$ cat src/rtl/ps2_host_tx_pkg.sv
// Shared PS/2 definitions: host transmitter state encodings, keyboard command bytes
// and the frame builder used when a command is latched.
package ps2_host_tx_pkg;

    localparam logic [2:0] ST_IDLE      = 3'd0;
    localparam logic [2:0] ST_INHIBIT   = 3'd1;
    localparam logic [2:0] ST_REQ       = 3'd2;
    localparam logic [2:0] ST_SEND      = 3'd3;
    localparam logic [2:0] ST_ACK       = 3'd4;
    localparam logic [2:0] ST_WAIT_IDLE = 3'd5;

    localparam logic [7:0] PS2_CMD_SET_LED = 8'hED;
    localparam logic [7:0] PS2_CMD_RESET   = 8'hFF;
    localparam logic [7:0] PS2_CMD_ENABLE  = 8'hF4;

    typedef struct packed {
        logic       stop;
        logic       parity;
        logic [7:0] data;
    } ps2_frame_t;

    // Bits after the start bit, shifted out LSB first: data, odd parity, stop.
    function automatic ps2_frame_t ps2_build_frame(input logic [7:0] data);
        ps2_frame_t f;
        f.stop   = 1'b1;
        f.parity = ~^data;
        f.data   = data;
        return f;
    endfunction

endpackage

$ cat src/rtl/ps2_host_tx_line_filter.sv
// PS/2 line conditioning: 2-FF sync on both pads, FILT_LEN-sample glitch filter on the
// clock line and a 1-cycle fall pulse on each accepted 1->0 clock transition.
module ps2_line_filter #(
    parameter int FILT_LEN = 4
) (
    input  logic clk_i,
    input  logic rst_i,
    input  logic ps2_clk_i,
    input  logic ps2_data_i,
    output logic clk_filt_o,
    output logic clk_fall_o,
    output logic data_sync_o
);

    localparam int CW = $clog2(FILT_LEN) + 1;

    logic [1:0]    clk_sync_q;
    logic [1:0]    data_sync_q;
    logic          clk_filt_q, clk_filt_d;
    logic          fall_q, fall_d;
    logic [CW-1:0] filt_cnt_q, filt_cnt_d;

    // A new level is taken only after FILT_LEN consecutive samples that disagree
    // with the current filtered level; any agreeing sample restarts the count.
    always_comb begin
        clk_filt_d = clk_filt_q;
        filt_cnt_d = filt_cnt_q;
        if (clk_sync_q[1] == clk_filt_q) begin
            filt_cnt_d = '0;
        end else if (filt_cnt_q == CW'(FILT_LEN - 1)) begin
            clk_filt_d = clk_sync_q[1];
            filt_cnt_d = '0;
        end else begin
            filt_cnt_d = filt_cnt_q + 1'b1;
        end
        fall_d = clk_filt_q & ~clk_filt_d;
    end

    always_ff @(posedge clk_i) begin
        if (rst_i) begin
            clk_sync_q  <= 2'b11;
            data_sync_q <= 2'b11;
            clk_filt_q  <= 1'b1;
            fall_q      <= 1'b0;
            filt_cnt_q  <= '0;
        end else begin
            clk_sync_q  <= {clk_sync_q[0], ps2_clk_i};
            data_sync_q <= {data_sync_q[0], ps2_data_i};
            clk_filt_q  <= clk_filt_d;
            fall_q      <= fall_d;
            filt_cnt_q  <= filt_cnt_d;
        end
    end

    assign clk_filt_o  = clk_filt_q;
    assign clk_fall_o  = fall_q;
    assign data_sync_o = data_sync_q[1];

endmodule

$ cat src/rtl/ps2_host_tx.sv
// PS/2 host-to-device command transmitter: inhibit, request-to-send, 11-bit frame clocked
// by the device, ACK check and line-idle wait, with a per-edge timeout.
module ps2_host_tx
    import ps2_host_tx_pkg::*;
#(
    parameter int INHIBIT_CYCLES = 12000,
    parameter int TIMEOUT_CYCLES = 2000000,
    parameter int FILT_LEN       = 4
) (
    input  logic       clk,
    input  logic       rst,
    input  logic [7:0] tx_data,
    input  logic       tx_valid,
    output logic       tx_ready,
    output logic       busy,
    output logic       tx_done,
    output logic       tx_error,
    input  logic       ps2_clk_in,
    input  logic       ps2_data_in,
    output logic       ps2_clk_oe,
    output logic       ps2_data_oe
);

    localparam int IW = $clog2(INHIBIT_CYCLES) + 1;
    localparam int TW = $clog2(TIMEOUT_CYCLES) + 1;

    logic [2:0]    state_q, state_d;
    ps2_frame_t    shreg_q, shreg_d;
    logic [3:0]    bit_cnt_q, bit_cnt_d;
    logic [IW-1:0] inh_q, inh_d;
    logic [TW-1:0] tmo_q, tmo_d;
    logic          data_oe_q, data_oe_d;
    logic          done_d, err_d;

    logic          clk_filt, clk_fall, data_sync;
    logic          tmo_hit;

    ps2_line_filter #(
        .FILT_LEN (FILT_LEN)
    ) u_filter (
        .clk_i       (clk),
        .rst_i       (rst),
        .ps2_clk_i   (ps2_clk_in),
        .ps2_data_i  (ps2_data_in),
        .clk_filt_o  (clk_filt),
        .clk_fall_o  (clk_fall),
        .data_sync_o (data_sync)
    );

    assign tmo_hit = (tmo_q == TW'(TIMEOUT_CYCLES - 1));

    always_comb begin
        state_d   = state_q;
        shreg_d   = shreg_q;
        bit_cnt_d = bit_cnt_q;
        inh_d     = inh_q;
        tmo_d     = tmo_q;
        data_oe_d = data_oe_q;
        done_d    = 1'b0;
        err_d     = 1'b0;
        case (state_q)
            ST_IDLE: begin
                data_oe_d = 1'b0;
                if (tx_valid) begin
                    shreg_d = ps2_build_frame(tx_data);
                    inh_d   = '0;
                    state_d = ST_INHIBIT;
                end
            end
            ST_INHIBIT: begin
                if (inh_q == IW'(INHIBIT_CYCLES - 1)) begin
                    state_d = ST_REQ;
                end else begin
                    inh_d = inh_q + 1'b1;
                end
            end
            ST_REQ: begin
                // Start bit stays on the line until the device's first falling edge.
                data_oe_d = 1'b1;
                bit_cnt_d = '0;
                tmo_d     = '0;
                state_d   = ST_SEND;
            end
            ST_SEND: begin
                if (clk_fall) begin
                    tmo_d     = '0;
                    data_oe_d = ~shreg_q[bit_cnt_q];
                    bit_cnt_d = bit_cnt_q + 1'b1;
                    if (bit_cnt_q == 4'd9) begin
                        state_d = ST_ACK;
                    end
                end else if (tmo_hit) begin
                    err_d     = 1'b1;
                    data_oe_d = 1'b0;
                    state_d   = ST_IDLE;
                end else begin
                    tmo_d = tmo_q + 1'b1;
                end
            end
            ST_ACK: begin
                if (clk_fall) begin
                    tmo_d = '0;
                    if (!data_sync) begin
                        state_d = ST_WAIT_IDLE;
                    end else begin
                        err_d   = 1'b1;
                        state_d = ST_IDLE;
                    end
                end else if (tmo_hit) begin
                    err_d   = 1'b1;
                    state_d = ST_IDLE;
                end else begin
                    tmo_d = tmo_q + 1'b1;
                end
            end
            ST_WAIT_IDLE: begin
                if (clk_filt && data_sync) begin
                    done_d  = 1'b1;
                    state_d = ST_IDLE;
                end else if (tmo_hit) begin
                    err_d   = 1'b1;
                    state_d = ST_IDLE;
                end else begin
                    tmo_d = tmo_q + 1'b1;
                end
            end
            default: begin
                data_oe_d = 1'b0;
                state_d   = ST_IDLE;
            end
        endcase
    end

    always_ff @(posedge clk) begin
        if (rst) begin
            state_q   <= ST_IDLE;
            shreg_q   <= '0;
            bit_cnt_q <= '0;
            inh_q     <= '0;
            tmo_q     <= '0;
            data_oe_q <= 1'b0;
        end else begin
            state_q   <= state_d;
            shreg_q   <= shreg_d;
            bit_cnt_q <= bit_cnt_d;
            inh_q     <= inh_d;
            tmo_q     <= tmo_d;
            data_oe_q <= data_oe_d;
        end
    end

    // Pulses coincide with the move to IDLE; a reset in flight suppresses them.
    assign tx_done     = done_d & ~rst;
    assign tx_error    = err_d & ~rst;
    assign tx_ready    = (state_q == ST_IDLE);
    assign busy        = (state_q != ST_IDLE);
    assign ps2_clk_oe  = (state_q == ST_INHIBIT);
    assign ps2_data_oe = (state_q == ST_REQ) | ((state_q == ST_SEND) & data_oe_q);

endmodule

$ cat config.mk
export PLATFORM = sky130hd
export DESIGN_NAME = ps2_host_tx
export DESIGN_NICKNAME = d
export VERILOG_FILES = /design/src/rtl/ps2_host_tx_pkg.sv /design/src/rtl/ps2_host_tx_line_filter.sv /design/src/rtl/ps2_host_tx.sv
export SDC_FILE = /design/constraint.sdc
export NUM_CORES = 1
export LEC_CHECK = 0
export CAP_MARGIN = 20
export CORE_MARGIN = 2
export CORE_UTILIZATION = 66
export CTS_BUF_LIST = sky130_fd_sc_hd__clkbuf_2 sky130_fd_sc_hd__clkbuf_4 sky130_fd_sc_hd__clkbuf_8
export CTS_CLUSTER_SIZE = 8
export DETAILED_ROUTE_END_ITERATION = 10
export PLACE_DENSITY = 0.95
export REMOVE_ABC_BUFFERS = 1
export SETUP_SLACK_MARGIN = 0.1
export SYNTH_ARGS = -nofsm -noshare
export SYNTH_HDL_FRONTEND = slang
export SYNTH_SLANG_ARGS = --single-unit
$ cat constraint.sdc
create_clock -name clk -period 5.35 [get_ports clk]
set_clock_uncertainty 0.05 [all_clocks]
set_input_delay 0.535 -clock clk [delete_from_list [all_inputs] [get_ports clk]]
set_output_delay 0.535 -clock clk [all_outputs]
set_load 0.1 [all_outputs]
-- Word-level counts from Yosys, hierarchy flattened
Index checks and enable logic that the tools add are counted.
- register bits: 64
- bits of input ports: 13
- output and inout bits: 6
- word-level logic and storage cells: 93
- add/sub/neg operators: 4
- $lt $le $gt $ge: 1
- equal/unequal tests: 17
- muxes and demuxes: 33
- bitwise gates (word level): 9
- reduce and logical (&&, ||, !) cells: 16
- operators by type and width (cell ; count):
    22-bit two-way mux ; 3
    22-bit one-hot mux with 3 select lines ; 1
    15-bit two-way mux ; 2
    15-bit one-hot mux with 2 select lines ; 1
    3-bit two-way mux ; 8
    22-bit by 1-bit adder with 22-bit output (second input constant) ; 1
    22-bit by 21-bit equality test with 1-bit output (second input constant) ; 1
    3-bit one-hot mux with 6 select lines ; 1
    15-bit by 1-bit adder with 15-bit output (second input constant) ; 1
    15-bit by 14-bit equality test with 1-bit output (second input constant) ; 1
    1-bit two-way mux ; 12
    3-bit by 2-bit equality test with 1-bit output (second input constant) ; 3
    4-bit one-hot mux with 2 select lines ; 1
    2-bit AND reduction ; 4
    8-bit XNOR reduction ; 1
    3-bit equality test (second input constant) ; 2
    2-bit inequality test (second input constant) ; 3
    1-bit one-hot mux with 3 select lines ; 2
    3-bit AND reduction ; 2
    3-bit nonzero test ; 2
    3-bit OR reduction ; 2
    4-bit by 5-bit less-than comparator with 1-bit output (second input constant) ; 1
    4-bit by 1-bit adder with 4-bit output (second input constant) ; 1
    1-bit bitwise AND ; 4
    15 further kinds ; 20

-- Logic depth before layout (Yosys ltp)
Gate-level depths: netlist of the first run.
- depth after elaboration: 5
- mapped depth: 8

-- Modules after synthesis
Synthesis of the first run repeated with hierarchy kept, for this count alone.
- cell total of the unflattened synthesis: 391
- area, all modules: 3278.1 um^2
- by module, submodules not included (module ; times used ; cells each ; area an instance (um^2)):
    ps2_host_tx ; 1 ; 368 ; 2979.1
    ps2_line_filter ; 1 ; 23 ; 299.0

-- Worst setup path before layout of the first run
OpenSTA, ideal clock, no wires.
- path kind: input-to-output
- start point: input port rst
- end point: output port tx_done
- data arrival time: 2.956 ns
- required time: 4.765 ns
- path slack: 1.809 ns
- stages on the path: 3
- buffers on the path: 2
- path through: clkbuf_1 -> clkbuf_1 -> nor3_1
- word-level cells in the longest chain between the ends: 2
- ends and longest elaborated chain (element ; line ; RTL):
    start: declaration ; ps2_host_tx.sv:11 ; input logic rst,
    1-bit inverter ; ps2_host_tx.sv:153 ; assign tx_done = done_d & ~rst;
    1-bit bitwise AND ; ps2_host_tx.sv:153 ;
    end: declaration ; ps2_host_tx.sv:16 ; output logic tx_done,
No other way between the ends.

-- Worst setup path after layout of the first run
- start point: register tmo_q[0]
- end point: output port tx_error
- word-level cells in the longest chain between the ends: 5
- elaborated cells between the ends (all ways): 7
- classes of those cells: eq/ne: 1; mux: 5; bitwise: 1
- ends and longest elaborated chain (element ; line ; RTL):
    start: declaration ; ps2_host_tx.sv:31 ; logic [TW-1:0] tmo_q, tmo_d;
    start signal: assignment ; ps2_host_tx.sv:147 ; tmo_q <= tmo_d;
    22-bit by 21-bit equality test with 1-bit output (*) ; ps2_host_tx.sv:50 ; assign tmo_hit = (tmo_q == TW'(TIMEOUT_CYCLES - 1));
    1-bit two-way mux (*) ; ps2_host_tx.sv:92, ps2_host_tx.sv:109, ps2_host_tx.sv:120 ;
    1-bit two-way mux (on tied branches) ; ps2_host_tx.sv:117, ps2_host_tx.sv:85, ps2_host_tx.sv:101 ;
    1-bit one-hot mux with 3 select lines (*) ; ps2_host_tx.sv:61 ; case (state_q)
    1-bit bitwise AND (*) ; ps2_host_tx.sv:154 ; assign tx_error = err_d & ~rst;
    end: declaration ; ps2_host_tx.sv:17 ; output logic tx_error,
Every way passes the cells marked *; elsewhere a longest branch is shown, timed or not.

==> impl_metrics.tcl, run 1 <==
set metrics [dict create \
    outcome "complete, no violations" \
    final-seq-area_sq_um 1280 \
    crit_type "reg2out" \
    synth_top_area_cell "dfxtp_1" \
    grt_use_total_pct 27.1 \
    detail_route.wl_per_cell_microns 14.7 \
    first_pass_iters 5 \
    fin_cells 482 \
    grt-ovfl-total 0 \
    syn_area_sq_um 3300 \
    synthCells 399 \
    ff2ff_setup_slack_ns 2.91 \
    power_uw 999 \
    die_width_microns 74.7 \
    async_flop_share_pct 0 \
    timing.rr.start "state_q[0]" \
    worstSetupStartpoint "tmo_q[0]" \
    cts_buffers 9 \
    dpl.hpwl_microns 4780 \
    holdCritPathClass "reg2reg" \
    final_util_pct 77.2 \
    antenna_cells 0 \
    hold_viol_final 0 \
    viasPerCell 6.12 \
    slew_headroom_pct 34.7 \
    fin_area_sq_um 3700 \
    synth_edf_count 0 \
    clock_latency_ns 0.35 \
    ir_worst_vdd_mv 0.162 \
    post-route-period-util_pct 73.4 \
    multi_input_area_sq_um 1910 \
    p_leak_uw 0.00134 \
    endpoint "tx_error" \
    cts_root_buffer "clkbuf_8" \
    dpl_cell_area_sq_um 3490 \
    drv_cap 0 \
    grt_max_degree 36 \
    maxSlewViolCount 0 \
    grt_pass1_wl_microns 11500 \
    ant_nets 0 \
    synth-main-ff-cell "dfxtp_1" \
    finalSetupViolCount 0 \
    vias 2951 \
    cts_buffer_depth 2 \
    synth_area_leaders "dfxtp_1, nor2_1, nand2_1, a21oi_1, xor2_1" \
    endpoint_kind "output port" \
    path_clk_slew_ns 0.07 \
    totalNegativeSetupSlack_ns 0 \
    placed_cells 466 \
    drc_errors 0 \
    placementRows 25 \
    start_util_pct 69.0 \
    filler_cell_count 329 \
    power-per-cell-area_nw_per_um2 270 \
    max_freq_mhz 255 \
    post_cts_buffers 0 \
    drive_gt1_share_pct 9.16 \
    layout.nets 429 \
    coreArea_sq_um 4790 \
    fp.dieH_microns 74.7 \
    tightest_slew_ns 0.978 \
    post_cts_resized 0 \
    holdBufCountCts 0 \
    avgSynthCellArea_sq_um 8.27 \
    ys_seq_area_share_pct 38.8 \
    worstReg2RegEnd "tmo_q[3]" \
    synth_top_area_share_pct 38.8 \
    port_buffers 18 \
    fin_crit_ns 3.92 \
    grt_pass1_vias 2614 \
    dieArea_sq_um 5580 \
    arrival_ns 3.34 \
    wirelength_microns 7110 \
    ys_warn_count 0 \
    area_growth_pct 12.0 \
    cp_max_fo 11 \
    cts_tree "built" \
    globalplace.congestion 0.836 \
    crit_required_ns 4.76 \
    grt_setup_unrepaired "false" \
    worst_setup_path_start_kind "flop" \
    dr.first_iter.drc_count 310 \
    reg2reg_depth 5 \
    ys_ff_latch 64 \
    clkSinkCount 64 \
    ys_types 53 \
    htreeDepth 3 \
    ios 19 \
    antenna_found_initial 0 \
]
[cells in the final DEF, fill, tap and decap left out, types with 9 or more instances in the layout]
cell | synthesis | final
dfxtp_1 | 64 | 64
nor2_1 | 49 | 49
nand2_1 | 45 | 45
a21oi_1 | 32 | 32
clkdlybuf4s50_1 | 0 | 18
xor2_1 | 17 | 17
nand3_1 | 15 | 15
nand4_1 | 13 | 13
o21ai_0 | 12 | 12
xnor2_1 | 12 | 12
and3_1 | 10 | 10
clkbuf_8 | 0 | 10
inv_1 | 9 | 9
[routing by layer]
layer / part of all wire [%] / track usage (%)
met5: 0 / 0
met4: 1.7 / 10.1
met3: 7.0 / 10.0
met2: 48 / 44.2
met1: 43 / 32.9
[how the worst min path moves through the flow]
stage          cells past startpoint                       to  slack [ns]                     from
2_1_floorplan                      1   u_filter.clk_sync_q[1]        0.34   u_filter.clk_sync_q[0]
3_3_place_gp                       1   u_filter.clk_sync_q[1]        0.34   u_filter.clk_sync_q[0]
3_5_place_dp                       1  u_filter.data_sync_q[1]        0.36  u_filter.data_sync_q[0]
4_1_cts                            1   u_filter.clk_sync_q[1]        0.37   u_filter.clk_sync_q[0]
5_1_grt                            1   u_filter.clk_sync_q[1]        0.37   u_filter.clk_sync_q[0]
6_report                           1   u_filter.clk_sync_q[1]        0.37   u_filter.clk_sync_q[0]
[area by class of cell]
class	count	area share (%)
Multi-Input combinational cell	307	51.6
Sequential cell	64	34.7
Timing Repair Buffer	19	5.08
Clock buffer	11	3.93
Tap cell	67	2.27
Clock inverter	5	1.52
Inverter	9	0.914
[cells in the mapped netlist (5+ instances only)]
cell,number
nand4_1,13
and3_1,10
nand2b_1,5
mux2i_1,5
dfxtp_1,64
clkbuf_1,14
or3_1,8
inv_1,9
or2_2,6
xor2_1,17
ha_1,6
nor3_1,6
a21oi_1,32
nand2_1,45
nor2_1,49
nand3_1,15
o21ai_0,12
o211ai_1,8
xnor2_1,12
[flip-flops by register name, indices dropped and copies added (netlist names), 2 cells and up]
name	flops
tmo_q	22
inh_q	15
shreg_q	10
bit_cnt_q	4
state_q	3
u_filter.filt_cnt_q	3
u_filter.clk_sync_q	2
u_filter.data_sync_q	2
[logic make-up after synthesis]
kind of cell             after synthesis  share of synthesized area [%]
flip-flops                            64                           38.8
AO/OA/AOI/OAI                         78                           15.2
XOR/XNOR                              29                           7.70
adder cells (fa/ha/maj)                6                           2.27
multiplexers                           7                           2.88
AND/OR/NAND/NOR                      187                           29.6
buffers and inverters                 28                           3.56
[stage by stage]
step / worst slack [ns] / hold WS, ns
floorplan: 1.69 / 0.339
global placement: 1.86 / 0.343
finish: 1.43 / 0.371
detailed placement: 1.83 / 0.356
global route: 1.29 / 0.374
CTS: 1.43 / 0.371
[worst max-delay path, stage by stage (launching register included)]
cell	delay (ns)
dfxtp_1	0.39
ha_1	0.18
and3_1	0.22
nand3_1	0.32
or2_2	0.44
o22a_1	0.16
nor2_1	0.13
clkdlybuf4s50_1	1.16
[report_power, final]
| part | internal [uW] | switching, uW | leakage [uW] |
|---|---|---|---|
| Combinational | 32.2 | 50.9 | 0.000719 |
| Sequential | 486 | 9.37 | 0.000519 |
| Clock | 232 | 189 | 0.000103 |
| Total | 750 | 249 | 0.00134 |
(Power assumes the default switching activity.)
==> run 2: changes to the inputs <==
Settings changed: CORE_UTILIZATION 66 to 62, PLACE_DENSITY 0.95 to 0.92.
Clock period 5.35 ns to 3.7 ns, I/O delays scaled along.
==> run 2 against run 1 <==
  * Wire length is 3.4% higher
  * Worst setup slack lost 0.74 ns
  * Critical endpoint unchanged
  * Worst hold slack lost 0.0083 ns
==> impl_metrics.tcl, run 2 (synthesis results as in run 1) <==
set metrics [dict create \
    outcome "complete, no violations" \
    layout.nets 431 \
    ant_nets 0 \
    grt-ovfl-total 0 \
    filler_cell_count 385 \
    holdBufCountCts 0 \
    dieArea_sq_um 5920 \
    drv_cap 0 \
    cts_tree "built" \
    port_buffers 18 \
    post_cts_resized 0 \
    crit_type "reg2out" \
    ir_worst_vdd_mv 0.366 \
    cts_root_buffer "clkbuf_8" \
    start_util_pct 64.6 \
    final_common_cell "dfxtp_1" \
    whs_path_depth 1 \
    largest_reg_flops 22 \
    fin_crit_ns 3.01 \
    tightest_slew_ns 0.957 \
    dpl.hpwl_microns 4950 \
    clock_latency_ns 0.35 \
    grt_pass1_wl_microns 12700 \
    hold_viol_final 0 \
    cts_buffers 9 \
    dr.first_iter.drc_count 244 \
    final_util_pct 73.0 \
    fp.dieH_microns 77.0 \
    holdCritPathClass "reg2reg" \
    viasPerCell 6.04 \
    wirelength_microns 7350 \
    p_leak_uw 0.00137 \
    whs_ns 0.363 \
    antenna_found_initial 0 \
    vias 2943 \
    drc_errors 0 \
    mostFrequentLayoutCells "dfxtp_1, nor2_1, nand2_1" \
    power-per-cell-area_nw_per_um2 409 \
    area_growth_pct 12.9 \
    finalSetupViolCount 0 \
    worst_setup_path_start_kind "flop" \
    arrival_ns 2.59 \
    grt_max_degree 23 \
    globalplace.congestion 0.898 \
    crit_required_ns 3.28 \
    grt_setup_unrepaired "false" \
    top_regs "tmo_q: 22 flops, inh_q: 15 flops, shreg_q: 10 flops" \
    grt_pass1_vias 2822 \
    die_width_microns 77.0 \
    drive_gt1_share_pct 10.8 \
    totalNegativeSetupSlack_ns 0 \
    slew_headroom_pct 36.0 \
    fin_area_sq_um 3730 \
    post-route-period-util_pct 81.3 \
    power_uw 1530 \
    cp_max_fo 11 \
    endpoint_kind "output port" \
    coreArea_sq_um 5110 \
    dpl_cell_area_sq_um 3500 \
    path_clk_slew_ns 0.07 \
    detail_route.wl_per_cell_microns 15.1 \
    htreeDepth 3 \
    regMostFlops "tmo_q" \
    antenna_cells 0 \
    first_pass_iters 5 \
    clkSinkCount 64 \
    ios 19 \
    reg2reg_depth 5 \
    max_freq_mhz 332 \
    cts_buffer_depth 2 \
    post_cts_buffers 0 \
    maxSlewViolCount 0 \
    placementRows 26 \
    grt_use_total_pct 26.6 \
]
run 2: cell count changes in the layout (fill, tap and decap cells not counted):
| cell | change |
|---|---|
| clkinv_4 | -1 |
| buf_4 | +7 |
| clkinvlp_4 | -1 |
| bufinv_16 | +1 |
| clkdlybuf4s50_1 | -5 |
| clkbuf_4 | +2 |
| clkinv_2 | -1 |
run 2: power breakdown:
group	total (uW)	leakage (uW)	switching [uW]	internal, uW
Sequential	711	0.000519	8.60	703
Clock	687	0.000118	267	420
Combinational	127	0.000738	79.3	48.1
Total	1530	0.00137	355	1170
run 2: stage by stage:
| stage | std cells | setup slack, ns |
|---|---|---|
| after floorplan | 380 | 0.0365 |
| after global placement | 471 | 1.22 |
| after detailed placement | 471 | 1.12 |
| after CTS | 487 | 0.696 |
| after global routing | 487 | 0.515 |
| final | 487 | 0.690 |
run 2: routing by layer:
layer / track usage [%] / vias up / wire length, microns
met5: 0 / - / 0
met4: 12.0 / 0 / 154
met3: 6.59 / 17 / 302
met2: 44.6 / 86 / 3670
met1: 32.3 / 1386 / 3220
li1: - / 1454 / -
run 2: worst paths after layout:
check / start / endpoint / slack (ns)
hold reg to reg: u_filter.clk_sync_q[0] / u_filter.clk_sync_q[1] / 0.36
setup reg to reg: state_q[1] / tmo_q[7] / 1.37
setup / recovery: tmo_q[0] / tx_error / 0.69
hold / removal: u_filter.clk_sync_q[0] / u_filter.clk_sync_q[1] / 0.36
run 2: worst max-delay path: stages (launching register included):
cell and delay (ns):
dfxtp_1 0.39, ha_1 0.20, and3_1 0.23, nand3_1 0.36
or2_2 0.46, o22a_1 0.17, nor2_1 0.11, buf_4 0.31
run 2: final cells by class:
class,instances,area [sq um],area share [%]
clock inverters,3,65.1,1.75
inverters,9,33.8,0.907
multi-input cells,307,1910,51.2
clock buffers,13,160,4.30
flip-flops and latches,64,1280,34.4
repair buffers,21,190,5.10
well taps,70,87.6,2.35
==> run 3: changes to the inputs <==
Clock period 3.7 ns to 3 ns, I/O delays scaled along.
==> run 3 against run 2 <==
  * Critical endpoint unchanged
  * Clock power is 19% higher
  * Largest cell class unchanged
  * Worst setup slack worse by 0.36 ns
  * Via count is 1.0% higher
  * Wire length is 1.2% lower
  * Critical path depth is 1 higher
  * Final cell count is 0.62% higher
==> impl_metrics.tcl, run 3 (synthesis results as in run 1) <==
set metrics [dict create \
    outcome "complete, no violations" \
    vias 2973 \
    dieArea_sq_um 5920 \
    finalSetupViolCount 0 \
    slew_headroom_pct 63.3 \
    hold_viol_final 0 \
    endpoint_kind "output port" \
    filler_cell_count 383 \
    clock_latency_ns 0.35 \
    holdCritPathClass "reg2reg" \
    mostFrequentLayoutCells "dfxtp_1, nor2_1, nand2_1" \
    viasPerCell 6.07 \
    detail_route.wl_per_cell_microns 14.8 \
    totalNegativeSetupSlack_ns 0 \
    antenna_cells 0 \
    worstReg2RegEnd "tmo_q[12]" \
    grt_setup_unrepaired "false" \
    ios 19 \
    cpMaxStageDelayCell "dfxtp_1" \
    ff2ff_setup_slack_ns 0.71 \
    dr.first_iter.drc_count 294 \
    cts_buffers 9 \
    timing.rr.start "state_q[1]" \
    globalplace.congestion 0.872 \
    critPathTopFamily "simple AND/OR/NAND/NOR gates" \
    coreArea_sq_um 5110 \
    worst-path-stages 8 \
    path_buf_inv 2 \
    start_util_pct 64.6 \
    grt_max_degree 23 \
    top_regs "tmo_q: 22 flops, inh_q: 15 flops, shreg_q: 10 flops" \
    first_pass_iters 7 \
    ant_nets 0 \
    post_cts_buffers 0 \
    crit_type "reg2out" \
    power-per-cell-area_nw_per_um2 492 \
    htreeDepth 3 \
    area_growth_pct 14.1 \
    post_cts_resized 0 \
    antenna_found_initial 0 \
    slowest_delay_ns 0.39 \
    grt_pass1_vias 2731 \
    grt-ovfl-total 0 \
    max_freq_mhz 374 \
    fp.dieH_microns 77.0 \
    largest_reg_flops 22 \
    holdBufCountCts 0 \
    regMostFlops "tmo_q" \
    cp_max_fo 11 \
    wirelength_microns 7260 \
    drv_cap 0 \
    dpl.hpwl_microns 4900 \
    fin_crit_ns 2.67 \
    arrival_ns 2.32 \
    cts_root_buffer "clkbuf_8" \
    port_buffers 18 \
    cts_tree "built" \
    whs_ns 0.362 \
    crit_required_ns 2.65 \
    drc_errors 0 \
    layout.nets 434 \
    worstSetupStartpoint "tmo_q[0]" \
    maxSlewViolCount 0 \
    grt_pass1_wl_microns 12500 \
    grt_use_total_pct 26.1 \
    reg2reg_depth 5 \
    worst_setup_path_start_kind "flop" \
    worstPathCellList "ha_1 > and3_1 > nand3_1 > buf_4 > or2_2 > o22a_1 > nor2_1 > buf_12" \
    die_width_microns 77.0 \
    endpoint "tx_error" \
    ir_worst_vdd_mv 0.354 \
    final_common_cell "dfxtp_1" \
    cts_buffer_depth 2 \
    tightest_slew_ns 0.549 \
    post-route-period-util_pct 89.1 \
    p_leak_uw 0.00138 \
    placementRows 26 \
    path_clk_slew_ns 0.07 \
    drive_gt1_share_pct 11.7 \
    clkSinkCount 64 \
]
## run 3: cell types whose count changed in the layout (fill, tap and decap cells not counted)
cell / delta
clkdlybuf4s50_1: -1
clkbuf_4: -3
clkbuf_8: -1
buf_4: +2
clkinv_4: +1
clkinvlp_4: +3
buf_12: +2
## run 3: layout make-up
type                       count  area, sq um  share of cell area [%]
clock inverter                 7         96.3                    2.56
sequential                    64         1280                    34.0
timing repair buffer          24          235                    6.25
multi-input combinational    307         1910                    50.7
clock buffer                   9          124                    3.29
inverter                       9         33.8                   0.897
tap                           70         87.6                    2.33
## run 3: report_power, final
group	internal, uW	switching, uW
registers	866	14.1
clock network	467	352
logic	59.0	93.6
## run 3: routing by layer
layer  track usage (%)  share of wire (%)  vias up
met3              7.53                5.0       20
met5                 0                  0        -
met1              31.9                 44     1398
li1                  -                  -     1457
met2              42.5                 49       98
met4              12.2                2.5        0
## run 3: worst register-to-register path, delay by kind of cell (launching register included)
kind               cells  cell delay [ns]
and+or+nand+nor        3             0.94
DFF                    1             0.62
AOI/OAI and AO/OA      2             0.63
## run 3: worst min-delay path by stage
stage,cells past startpoint,slack [ns],to,startpoint
6_report,1,0.36,u_filter.clk_sync_q[1],u_filter.clk_sync_q[0]
5_1_grt,1,0.37,u_filter.clk_sync_q[1],u_filter.clk_sync_q[0]
4_1_cts,1,0.37,u_filter.clk_sync_q[1],u_filter.clk_sync_q[0]
3_5_place_dp,1,0.35,u_filter.clk_sync_q[1],u_filter.clk_sync_q[0]
3_3_place_gp,1,0.34,u_filter.clk_sync_q[1],u_filter.clk_sync_q[0]
2_1_floorplan,1,0.32,bit_cnt_q[3],rst
## run 3: stage by stage
step | util (%) | total power (uW) | instances | setup slack, ns | instance area (sq um)
finish | 73.7 | 1850 | 490 | 0.328 | 3770
global route | 73.7 | 1910 | 490 | 0.174 | 3770
CTS | 73.7 | 1860 | 490 | 0.307 | 3770
detailed placement | 69.4 | 1050 | 474 | 0.693 | 3550
global placement | 69.4 | 1050 | 474 | 0.759 | 3550
floorplan | - | 996 | 380 | -0.664 | 3220
